**src/rtl/hamnhan_axi_master.sv**
```systemverilog
// AXI4-Lite master that drives a memory-mapped multiplier: writes A, B and START,
// polls DONE, then reads the product P back.
module hamnhan_axi_master #(
  parameter logic [31:0] BASE_ADDR = 32'h7C800000,
  parameter int unsigned MAX_POLLS = 1024
) (
  input  logic        M_AXI_ACLK,
  input  logic        M_AXI_ARESET,
  input  logic        start,
  input  logic [31:0] op_a,
  input  logic [31:0] op_b,
  output logic        busy,
  output logic        done,
  output logic [31:0] result,
  output logic        error,
  output logic [31:0] M_AXI_AWADDR,
  output logic        M_AXI_AWVALID,
  input  logic        M_AXI_AWREADY,
  output logic [31:0] M_AXI_WDATA,
  output logic [3:0]  M_AXI_WSTRB,
  output logic        M_AXI_WVALID,
  input  logic        M_AXI_WREADY,
  input  logic        M_AXI_BVALID,
  output logic        M_AXI_BREADY,
  input  logic [1:0]  M_AXI_BRESP,
  output logic [31:0] M_AXI_ARADDR,
  output logic        M_AXI_ARVALID,
  input  logic        M_AXI_ARREADY,
  input  logic [31:0] M_AXI_RDATA,
  input  logic        M_AXI_RVALID,
  output logic        M_AXI_RREADY,
  input  logic [1:0]  M_AXI_RRESP
);

  localparam int unsigned PCW = $clog2(MAX_POLLS + 1);

  typedef enum logic [2:0] {IDLE, WR_A, WR_B, WR_GO, POLL, RD_P, FIN} state_t;

  state_t          state;
  logic [31:0]     opb_q;
  logic            aw_done;
  logic            w_done;
  logic [PCW-1:0]  poll_cnt;

  logic aw_hs, w_hs, b_hs, ar_hs, r_hs;
  assign aw_hs = M_AXI_AWVALID & M_AXI_AWREADY;
  assign w_hs  = M_AXI_WVALID & M_AXI_WREADY;
  assign b_hs  = M_AXI_BVALID & M_AXI_BREADY;
  assign ar_hs = M_AXI_ARVALID & M_AXI_ARREADY;
  assign r_hs  = M_AXI_RVALID & M_AXI_RREADY;

  always_ff @(posedge M_AXI_ACLK or posedge M_AXI_ARESET) begin
    if (M_AXI_ARESET) begin
      state         <= IDLE;
      opb_q         <= 32'd0;
      aw_done       <= 1'b0;
      w_done        <= 1'b0;
      poll_cnt      <= '0;
      busy          <= 1'b0;
      done          <= 1'b0;
      result        <= 32'd0;
      error         <= 1'b0;
      M_AXI_AWADDR  <= 32'd0;
      M_AXI_AWVALID <= 1'b0;
      M_AXI_WDATA   <= 32'd0;
      M_AXI_WSTRB   <= 4'h0;
      M_AXI_WVALID  <= 1'b0;
      M_AXI_BREADY  <= 1'b0;
      M_AXI_ARADDR  <= 32'd0;
      M_AXI_ARVALID <= 1'b0;
      M_AXI_RREADY  <= 1'b0;
    end else begin
      done <= 1'b0;
      case (state)
        IDLE: begin
          if (start) begin
            opb_q         <= op_b;
            busy          <= 1'b1;
            state         <= WR_A;
            M_AXI_AWADDR  <= BASE_ADDR;
            M_AXI_WDATA   <= op_a;
            M_AXI_AWVALID <= 1'b1;
            M_AXI_WVALID  <= 1'b1;
            M_AXI_WSTRB   <= 4'hF;
          end
        end

        // AW and W retire independently; B is accepted only after both have.
        WR_A, WR_B, WR_GO: begin
          if (aw_hs) begin
            M_AXI_AWVALID <= 1'b0;
            aw_done       <= 1'b1;
          end
          if (w_hs) begin
            M_AXI_WVALID <= 1'b0;
            M_AXI_WSTRB  <= 4'h0;
            w_done       <= 1'b1;
          end
          if (!M_AXI_BREADY && (aw_done | aw_hs) && (w_done | w_hs))
            M_AXI_BREADY <= 1'b1;
          if (b_hs) begin
            M_AXI_BREADY <= 1'b0;
            aw_done      <= 1'b0;
            w_done       <= 1'b0;
            if (M_AXI_BRESP != 2'b00) begin
              result <= 32'd0;
              error  <= 1'b1;
              done   <= 1'b1;
              state  <= FIN;
            end else if (state == WR_A) begin
              state         <= WR_B;
              M_AXI_AWADDR  <= BASE_ADDR + 32'h4;
              M_AXI_WDATA   <= opb_q;
              M_AXI_AWVALID <= 1'b1;
              M_AXI_WVALID  <= 1'b1;
              M_AXI_WSTRB   <= 4'hF;
            end else if (state == WR_B) begin
              state         <= WR_GO;
              M_AXI_AWADDR  <= BASE_ADDR + 32'h8;
              M_AXI_WDATA   <= 32'd1;
              M_AXI_AWVALID <= 1'b1;
              M_AXI_WVALID  <= 1'b1;
              M_AXI_WSTRB   <= 4'hF;
            end else begin
              state         <= POLL;
              poll_cnt      <= '0;
              M_AXI_ARADDR  <= BASE_ADDR + 32'h10;
              M_AXI_ARVALID <= 1'b1;
            end
          end
        end

        // Address phase first, then hold RREADY until the data beat lands.
        POLL, RD_P: begin
          if (ar_hs) begin
            M_AXI_ARVALID <= 1'b0;
            M_AXI_RREADY  <= 1'b1;
          end
          if (r_hs) begin
            M_AXI_RREADY <= 1'b0;
            if (M_AXI_RRESP != 2'b00) begin
              result <= 32'd0;
              error  <= 1'b1;
              done   <= 1'b1;
              state  <= FIN;
            end else if (state == RD_P) begin
              result <= M_AXI_RDATA;
              error  <= 1'b0;
              done   <= 1'b1;
              state  <= FIN;
            end else if (M_AXI_RDATA[0]) begin
              state         <= RD_P;
              M_AXI_ARADDR  <= BASE_ADDR + 32'hC;
              M_AXI_ARVALID <= 1'b1;
            end else if (poll_cnt == PCW'(MAX_POLLS - 1)) begin
              result <= 32'd0;
              error  <= 1'b1;
              done   <= 1'b1;
              state  <= FIN;
            end else begin
              poll_cnt      <= poll_cnt + 1'b1;
              M_AXI_ARVALID <= 1'b1;
            end
          end
        end

        FIN: begin
          busy  <= 1'b0;
          state <= IDLE;
        end

        default: state <= IDLE;
      endcase
    end
  end

endmodule

```
**config.mk**
```make
export PLATFORM = sky130hd
export DESIGN_NAME = hamnhan_axi_master
export DESIGN_NICKNAME = d
export VERILOG_FILES = /design/src/rtl/hamnhan_axi_master.sv
export SDC_FILE = /design/constraint.sdc
export NUM_CORES = 1
export LEC_CHECK = 0
export CAP_MARGIN = 20
export CORE_ASPECT_RATIO = 0.6
export CORE_MARGIN = 2
export CORE_UTILIZATION = 43
export CTS_CLUSTER_SIZE = 20
export DETAILED_ROUTE_END_ITERATION = 6
export PLACE_DENSITY = 0.9
export RECOVER_POWER = 100
export SETUP_SLACK_MARGIN = 0.5
export SLEW_MARGIN = 20
export SYNTH_ARGS = -nofsm -noshare
export SYNTH_HDL_FRONTEND = slang
export SYNTH_SLANG_ARGS = --single-unit
export TNS_END_PERCENT = 5
```
**constraint.sdc**
```tcl
create_clock -name M_AXI_ACLK -period 4.73 [get_ports M_AXI_ACLK]
set_clock_uncertainty 0.05 [all_clocks]
set_input_delay 0.7095 -clock M_AXI_ACLK [delete_from_list [all_inputs] [get_ports M_AXI_ACLK]]
set_output_delay 0.7095 -clock M_AXI_ACLK [all_outputs]
set_load 0.05 [all_outputs]
```
**Word-level counts from Yosys, hierarchy flattened**

Index checks and enable logic that the tools add are counted.

- Register bits after elaboration: 188
- Input port bits: 108
- Output and inout port bits: 140
- Word-level logic and storage cells: 183

- $add $sub $neg: 1
- Equal/unequal tests: 23
- Muxes and demuxes: 106
- Bitwise logic cells: 7
- Reductions and logical operators: 28

Operator list:

| operator | count |
|---|---|
| two-way mux 32 bit | 25 |
| case mux 32 bit (2 select lines) | 4 |
| two-way mux 11 bit | 9 |
| two-way mux 1 bit | 43 |
| two-way mux 3 bit | 10 |
| two-way mux 4 bit | 6 |
| inequality test 2 bit, second input constant | 12 |
| case mux 11 bit (2 select lines) | 1 |
| nonzero test 2 bit | 9 |
| AND reduction 2 bit | 7 |
| case mux 1 bit (2 select lines) | 6 |
| adder 11 x 1 -> 11 bit, second input constant | 1 |
| == test 11 x 10 -> 1 bit, second input constant | 1 |
| AND reduction 10 bit | 1 |
| AND reduction 5 bit | 2 |
| == test 3 bit, second input constant | 3 |
| case mux 3 bit (3 select lines) | 1 |
| AND reduction 9 bit | 1 |
| inequality test 4 bit, second input constant | 2 |
| case mux 4 bit (2 select lines) | 1 |
| == test 3 x 2 -> 1 bit, second input constant | 2 |
| AND reduction 6 bit | 1 |
| AND 1 bit | 5 |
| inequality test 5 bit, second input constant | 1 |
| 9 further kinds | 11 |

**Longest topological paths before layout**

Gate-level depths: netlist (run 1).

- Depth in word-level cells: 8
- Depth in mapped cells: 8
- Gate-level depth less buffers: 6

**Worst setup path after synthesis (run 1)**

Ideal clock, no wire load.

- Kind: input-to-reg
- From: input M_AXI_BRESP[1]
- To: register poll_cnt[10]
- Setup time: 0.080 ns
- Arrival: 2.141 ns
- Required time: 4.600 ns
- Path slack: 2.458 ns
- Stages on the path: 6
- Path buffers: 1
- Path through: or2_1 nor4_1 nor2_1 buf_2 or4_1 a21oi_1

- Longest elaborated chain between the ends: 3

RTL lines:

| what | line | source |
|---|---|---|
| start: declaration | 25 | `input logic [1:0] M_AXI_BRESP,` |
| nonzero test 2 bit | 105 | `if (M_AXI_BRESP != 2'b00) begin` |
| inequality test 2 bit (no line) | -- |  |
| AND reduction 10 bit (no line) | -- |  |
| end signal: assignment | 161 | `poll_cnt <= poll_cnt + 1'b1;` |
| end: declaration | 43 | `logic [PCW-1:0] poll_cnt;` |

Every way passes these cells.
A chain may end at the register's enable or synchronous reset.

**Worst setup path in the final report (run 1)**

- From: input M_AXI_BRESP[1]
- To: register M_AXI_WDATA[31]

- Longest elaborated chain between the ends: 3

RTL lines:

| what | line | source |
|---|---|---|
| nonzero test 2 bit | 105 |  |
| inequality test 2 bit (no line) | -- |  |
| AND reduction 5 bit (no line) | -- |  |
| end signal: assignment | 81 | `M_AXI_WDATA <= op_a;` |
| end signal: assignment | 113 | `M_AXI_WDATA <= opb_q;` |
| end: declaration | 19 | `output logic [31:0] M_AXI_WDATA,` |

Every way passes these cells.

==> results of run 1 <==
[flip-flops by register name (all words and copies together), names as in the netlist]
register       flops
state              3
M_AXI_RREADY       1
poll_cnt          11
M_AXI_WSTRB        4
M_AXI_BREADY       1
opb_q             32
M_AXI_ARVALID      1
aw_done            1
error              1
M_AXI_AWVALID      1
w_done             1
busy               1
result            32
M_AXI_WVALID       1
M_AXI_WDATA       32
done               1
M_AXI_AWADDR       3
M_AXI_ARADDR       3
[area by class of cell]
cell class	count	area share, %
repair buffers	209	24.6
flip-flops and latches	130	38.9
clock inverters	13	1.53
clock buffers	18	5.25
multi-input cells	352	25.4
inverters	38	1.72
well taps	175	2.62
[synth_stat cells (all sizes together)]
library cell / instances
a211o: 1
a21o: 1
a21oi: 19
a221o: 1
a221oi: 1
a222oi: 31
a22o: 1
a2bb2oi: 1
a311oi: 1
a31oi: 3
and2: 1
and3: 4
and4: 1
buf: 71
clkbuf: 21
conb: 1
dfrtp: 130
ha: 1
inv: 38
mux2: 35
nand2: 89
nand2b: 2
nand3: 7
nand4: 4
nand4b: 1
nor2: 22
nor3: 4
nor4: 2
nor4b: 2
o21a: 2
o21ai: 42
o22ai: 1
o31ai: 8
o41a: 1
o41ai: 2
or2: 3
or3: 3
or4: 6
or4b: 1
xor2: 1
[layer usage]
layer,up-vias,GRT usage (%)
met4,0,5.81
met3,15,7.71
met2,197,31.2
met5,-,0
met1,2249,27.8
li1,2249,-
[cells by family after synthesis]
logic type      synth area share, %
other cells                  0.0632
flops                          54.8
fa+ha+maj                     0.211
simple gates                   11.6
xor+xnor                      0.148
buf+inv                        12.3
mux                            6.64
compound gates                 14.3
[worst max-delay path: cells and delay by family]
family,cells,cell delay (ns)
AOI/OAI and AO/OA,1,0.21
buffers and inverters,3,1.82
and+or+nand+nor,3,1.07
[how the worst max path moves through the flow]
| stage | slack, ns | endpoint | startpoint |
|---|---|---|---|
| floorplan | 0.50 | M_AXI_ARADDR[29]$_DFFE_PP0P_ | M_AXI_ARESET |
| global placement | 1.81 | poll_cnt[3]$_DFFE_PP0P_ | M_AXI_BRESP[1] |
| detailed placement | 1.66 | M_AXI_ARADDR[29]$_DFFE_PP0P_ | M_AXI_BRESP[1] |
| CTS | 2.09 | M_AXI_ARADDR[29]$_DFFE_PP0P_ | M_AXI_BRESP[1] |
| global route | 0.95 | M_AXI_WDATA[22]$_DFFE_PP0P_ | M_AXI_BRESP[1] |
| finish | 1.18 | M_AXI_WDATA[31]$_DFFE_PP0P_ | M_AXI_BRESP[1] |
[power by group through the flow]
stage | Clock, mW | Combinational [mW] | Sequential [mW]
after floorplan | 0 | 0.998 | 2.39
after global routing | 1.33 | 2.39 | 1.80
final | 1.25 | 2.23 | 1.75
after detailed placement | 0 | 2.33 | 1.77
after global placement | 0 | 2.28 | 1.75
after CTS | 1.28 | 2.34 | 1.75
[through the flow]
step                      setup WS, ns  cells  hold WS [ns]  instance area, um2
after CTS                         2.09    935         0.434                8410
final                             1.18    935         0.422                8370
after floorplan                  0.501    612         0.402                6100
after global placement            1.81    904         0.408                7840
after global routing             0.947    935         0.448                8370
after detailed placement          1.66    904         0.420                7840
==> run summary, run 1 <==
FINAL LAYOUT
---------------------------------------------------------------------------------
Final Core Density                                                          61.8%
Area Growth Syn to Fin                                                      41.1%
Final layout net count                                                        857
Leading cell type in the layout, fill and taps excluded                   dfrtp_1
Number of fill cells in the layout                                           1096
Number of diodes                                                                0
Multi-input combinational cell area                                      2130 um2
Footprint of the flip-flops and latches                                  3250 um2
Fraction of layout cells with a size suffix above 1                         9.74%
Most used cells in the layout excluding fill and tap cells           dfrtp_1, clkdlybuf4s50_1, dlygate4sd3_1

TIMING
---------------------------------------------------------------------------------
Unrepaired setup endpoints after global routing                             false
Timing-limited maximum frequency                                          282 MHz
Actual transition at the worst max-transition pin                         2.87 ns
Setup TNS after final layout                                                 0 ns
Worst max-slew margin expressed relative to the limit                      -92.3%
Post-route fraction of the period consumed by the critical path             75.0%
Setup violators final                                                           0
Fin. Hold Viols                                                                 0
Slew Viols, Final                                                             100
Post-layout min period                                                    3.55 ns

PLACEMENT
---------------------------------------------------------------------------------
Buffers added on ports                                                        200
DP Wirelength                                                            10600 um
RePlAce Congestion                                                          0.822

LOGIC SYNTHESIS
---------------------------------------------------------------------------------
Top post-synthesis cells by area                                     dfrtp_1, buf_4, nand2_1
Average footprint of a synthesized cell                                  10.5 um2
Distinct cell type count of the synthesized netlist                            49
Total of flip-flops plus latches after synthesis                              130
Post-Syn Instances                                                            566
Netlist area before placement                                            5930 um2
Share of the synthesized area in the top cell type                          54.8%
Count of synthesis-stage warnings from yosys                                    0
Sequential element share of the synthesized area                            54.8%
Area leader, netlist                                                      dfrtp_1

POWER AND IR DROP
---------------------------------------------------------------------------------
Total chip power                                                          5.22 mW
Worst vdd ir                                                           0.000336 V
Switching Power                                                           2.24 mW
Cell internal power dissipation                                           2.98 mW
Relative contribution of sequential cells to total power                    33.4%
Clock power frac                                                            23.9%
Switch share                                                                43.0%
Power density over the cells                                           624 nW/um2
Combinational share of power                                                42.7%
Leak pwr                                                                  3.83 nW

CRITICAL PATH
---------------------------------------------------------------------------------
Beginning of the worst register-to-register path                     state[1]$_DFFE_PP0P_
Data arrival time at the worst-slack endpoint                             3.83 ns
Delay of the slowest cell on the worst path                               1.13 ns
CP Cell Sequence                                                     dlygate4sd3_1 -> or2_0 -> nor3_1 -> and2_0 -> clkbuf_1 -> a222oi_1 -> inv_1
Critical-path maximum fanout                                                   32
Slowest stage cell, crit path                                            clkbuf_1
Number of cells on the worst reg-to-reg path                                    4
Reg2reg setup slack                                                       1.68 ns
Crit path kind                                                       input pin to flip-flop
Critical Path Sink Type                                                 flip-flop
Data required time at the worst endpoint                                  5.01 ns
End of the worst register-to-register path                           opb_q[27]$_DFFE_PP0P_
Startpoint type of the worst setup path                                 input pin

DIE
---------------------------------------------------------------------------------
Chip height                                                               95.0 um
Count of pins on the block boundary                                           248
Floorplan Core Area                                                     13500 um2
Overall die width                                                          156 um
Initial Utilization                                                         43.8%
Die Area                                                                14800 um2
Row Count                                                                      33

MIN PATH
---------------------------------------------------------------------------------
Startpoint of the most critical hold path                            result[12]$_DFFE_PP0P_
Class of the tightest hold or removal check                          flip-flop to flip-flop
Hold depth                                                                      2
Hold endpoint                                                        result[12]$_DFFE_PP0P_

DETAILED ROUTING
---------------------------------------------------------------------------------
Metal2 WL                                                                 6840 um
Wire per inst                                                             15.8 um
Detailed-route vias per instance                                             5.04
Iteration-0 DRC count of the detailed router                                  349
Detailed-routing iteration count for the pre-antenna-repair pass                6
Routed met3 length                                                        1240 um
Number of DRC violations after detailed routing                                 0
Total number of vias                                                         4710
Sum of routed wire length over all layers                                14800 um
Uppermost metal layer occupied by signal nets                                met4
Post-DRT Antenna Nets                                                           0
Routed length on met1                                                     6550 um

CLOCK TREE
---------------------------------------------------------------------------------
H-tree depth                                                                    4
CTS Buffer Depth                                                                2
Library cell used as clock root buffer                                  clkbuf_16
Total clock sinks                                                             130
Register clock-pin slew on the reported worst setup and hold paths        0.06 ns
Inserted Clock Buffers                                                         17
Later-pin clock latency in the skew report                                0.40 ns
Quantity of hold-fixing buffers added after cts                                 0
Total setup buffers inserted after CTS                                          0
Clock tree from TritonCTS                                                    done
Total of cells resized after clock tree synthesis                               0

GLOBAL ROUTE
---------------------------------------------------------------------------------
Vias in the first global route                                               4651
GRT Overall Usage                                                           20.6%
Largest net degree at the start of global routing                              67
Global-route wire length before repair                                   23800 um
Grt ovf                                                                         0
Antenna violations before repair                                                0

RUN STATUS
---------------------------------------------------------------------------------
Outcome                                                              complete, but fails checks
Failing checks                                                       capacitance limit, slew limit

FLOW RUN
---------------------------------------------------------------------------------
Count of maximum capacitance violations                                         2

No activity file was read; power rests on OpenSTA's default activity.
==> inputs of run 2 (changes only) <==
- clock period: 4.73 -> 3.55 ns (I/O delays scaled with it)
==> run 2 against run 1 <==
Compared with the run above: the flow finishes with violations (DRC); clock power is 38% higher; sequential cell count stayed put; setup slack worse by 0.42 ns; combinational power rose by 33%; sequential share of layout area is 0.28 points lower; design area grew 0.72%; highest routed layer unchanged.
==> run summary, run 2 (synthesized netlist as in run 1, its figures left out) <==
RUN STATUS
---------------------------------------------------------------------------------
Outcome                                                              complete, but fails checks
Failing checks                                                                DRC

FINAL LAYOUT
---------------------------------------------------------------------------------
Fraction of layout cells with a size suffix above 1                         10.5%
Final layout net count                                                        855
Registers with the most flip-flops                                   M_AXI_WDATA: 32 flops, opb_q: 32 flops, result: 32 flops
Leading cell type in the layout, fill and taps excluded                   dfrtp_1
Most used cells in the layout excluding fill and tap cells           dfrtp_1, clkdlybuf4s50_1, dlygate4sd3_1
Final Core Density                                                          62.2%
Number of diodes                                                                0
Area Growth Syn to Fin                                                      42.1%

GLOBAL ROUTE
---------------------------------------------------------------------------------
GRT Overall Usage                                                           19.8%
Global-route wire length before repair                                   22800 um
Antenna violations before repair                                                0
Largest net degree at the start of global routing                             109
Vias in the first global route                                               4487
Grt ovf                                                                         0

FLOW RUN
---------------------------------------------------------------------------------
Count of maximum capacitance violations                                         0

DETAILED ROUTING
---------------------------------------------------------------------------------
Detailed-route vias per instance                                             5.12
Sum of routed wire length over all layers                                14500 um
Detailed-routing iteration count for the pre-antenna-repair pass                7
Total number of vias                                                         4785
Number of DRC violations after detailed routing                                16
Post-DRT Antenna Nets                                                           0
Iteration-0 DRC count of the detailed router                                  356
Wire per inst                                                             15.5 um

DIE
---------------------------------------------------------------------------------
Die Area                                                                14800 um2
Floorplan Core Area                                                     13500 um2
Chip height                                                               95.0 um
Overall die width                                                          156 um
Initial Utilization                                                         43.8%
Count of pins on the block boundary                                           248
Row Count                                                                      33

CRITICAL PATH
---------------------------------------------------------------------------------
Critical Path Sink Type                                                 flip-flop
Data arrival time at the worst-slack endpoint                             3.07 ns
Startpoint type of the worst setup path                                 flip-flop
Crit path kind                                                       flip-flop to flip-flop
Critical-path maximum fanout                                                   19
Data required time at the worst endpoint                                  3.83 ns

CLOCK TREE
---------------------------------------------------------------------------------
Later-pin clock latency in the skew report                                0.40 ns
Inserted Clock Buffers                                                         17
Register clock-pin slew on the reported worst setup and hold paths        0.06 ns
Total of cells resized after clock tree synthesis                               0
CTS Buffer Depth                                                                2
Total clock sinks                                                             130
Clock tree from TritonCTS                                                    done
Total setup buffers inserted after CTS                                          0
H-tree depth                                                                    4
Quantity of hold-fixing buffers added after cts                                 0
Library cell used as clock root buffer                                  clkbuf_16

PLACEMENT
---------------------------------------------------------------------------------
Place WS                                                                 0.867 ns
DP Wirelength                                                            10200 um
RePlAce Congestion                                                          0.852
Buffers added on ports                                                        200

POWER AND IR DROP
---------------------------------------------------------------------------------
Power density over the cells                                           832 nW/um2
Worst vdd ir                                                           0.000492 V
Total chip power                                                          7.01 mW
Leak pwr                                                                  3.85 nW

TIMING
---------------------------------------------------------------------------------
Timing-limited maximum frequency                                          359 MHz
Unrepaired setup endpoints after global routing                             false
Actual transition at the worst max-transition pin                         1.13 ns
Fin. Hold Viols                                                                 0
Post-route fraction of the period consumed by the critical path             78.6%
Worst max-slew margin expressed relative to the limit                       24.7%
Post-layout min period                                                    2.79 ns
Setup TNS after final layout                                                 0 ns
Slew Viols, Final                                                               0
Setup ws final                                                           0.761 ns
Setup violators final                                                           0

MIN PATH
---------------------------------------------------------------------------------
Class of the tightest hold or removal check                          flip-flop to flip-flop

-- run 2: cell count changes in the layout (fill, tap and decap cells not counted), sizes merged --
cell,previous run,this run
inv,42,47
clkbuf,21,17
clkinv,5,2
clkdlybuf4s50,104,106
dlygate4sd3,96,94
buf,6,7
-- run 2: metal layers --
metal  vias to the layer above  global-route usage [%]  share of wire, %
met5                         -                       0                 0
met3                         6                    8.08               8.6
met2                       208                    30.8                47
met4                         0                    4.82              0.49
met1                      2327                    25.9                44
li1                       2244                       -                 -
-- run 2: per-stage QoR --
step	instances	cell area, um2	hold slack [ns]
4_1_cts	934	8440	0.431
2_1_floorplan	612	6110	0.402
5_1_grt	934	8430	0.448
6_report	934	8430	0.423
3_3_place_gp	902	7860	0.408
3_5_place_dp	902	7860	0.425
-- run 2: worst paths after layout --
path / endpoint / cells after the start / from / slack, ns
max: poll_cnt[2]$_DFFE_PP0P_ / 6 / poll_cnt[0]$_DFFE_PP0P_ / 0.76
min in group asynchronous: done$_DFF_PP0_ / 2 / M_AXI_ARESET / 0.70
max in group asynchronous: result[3]$_DFFE_PP0P_ / 3 / M_AXI_ARESET / 1.68
max reg2reg: poll_cnt[2]$_DFFE_PP0P_ / 6 / poll_cnt[0]$_DFFE_PP0P_ / 0.76
min reg2reg: result[18]$_DFFE_PP0P_ / 2 / result[18]$_DFFE_PP0P_ / 0.42
min: result[18]$_DFFE_PP0P_ / 2 / result[18]$_DFFE_PP0P_ / 0.42
-- run 2: power by group --
group	switching, mW	internal, mW
Clock	0.729	0.999
Combinational	1.95	1.01
Sequential	0.349	1.97
Total	3.03	3.98
-- run 2: critical path, cell delays in order, from the launching register on --
cell	delay, ns
dfrtp_1	0.44
ha_1	0.26
nand2_1	0.11
o41a_1	0.44
a311oi_2	0.99
o21ai_0	0.26
a21oi_2	0.16
-- run 2: area by class of cell --
cell class              instances  area [um2]
flip-flops and latches        130        3250
multi-input cells             352        2150
well taps                     175         219
repair buffers                207        2080
inverters                      38         144
clock inverters                15         161
clock buffers                  17         425
fillers                      1076        5110
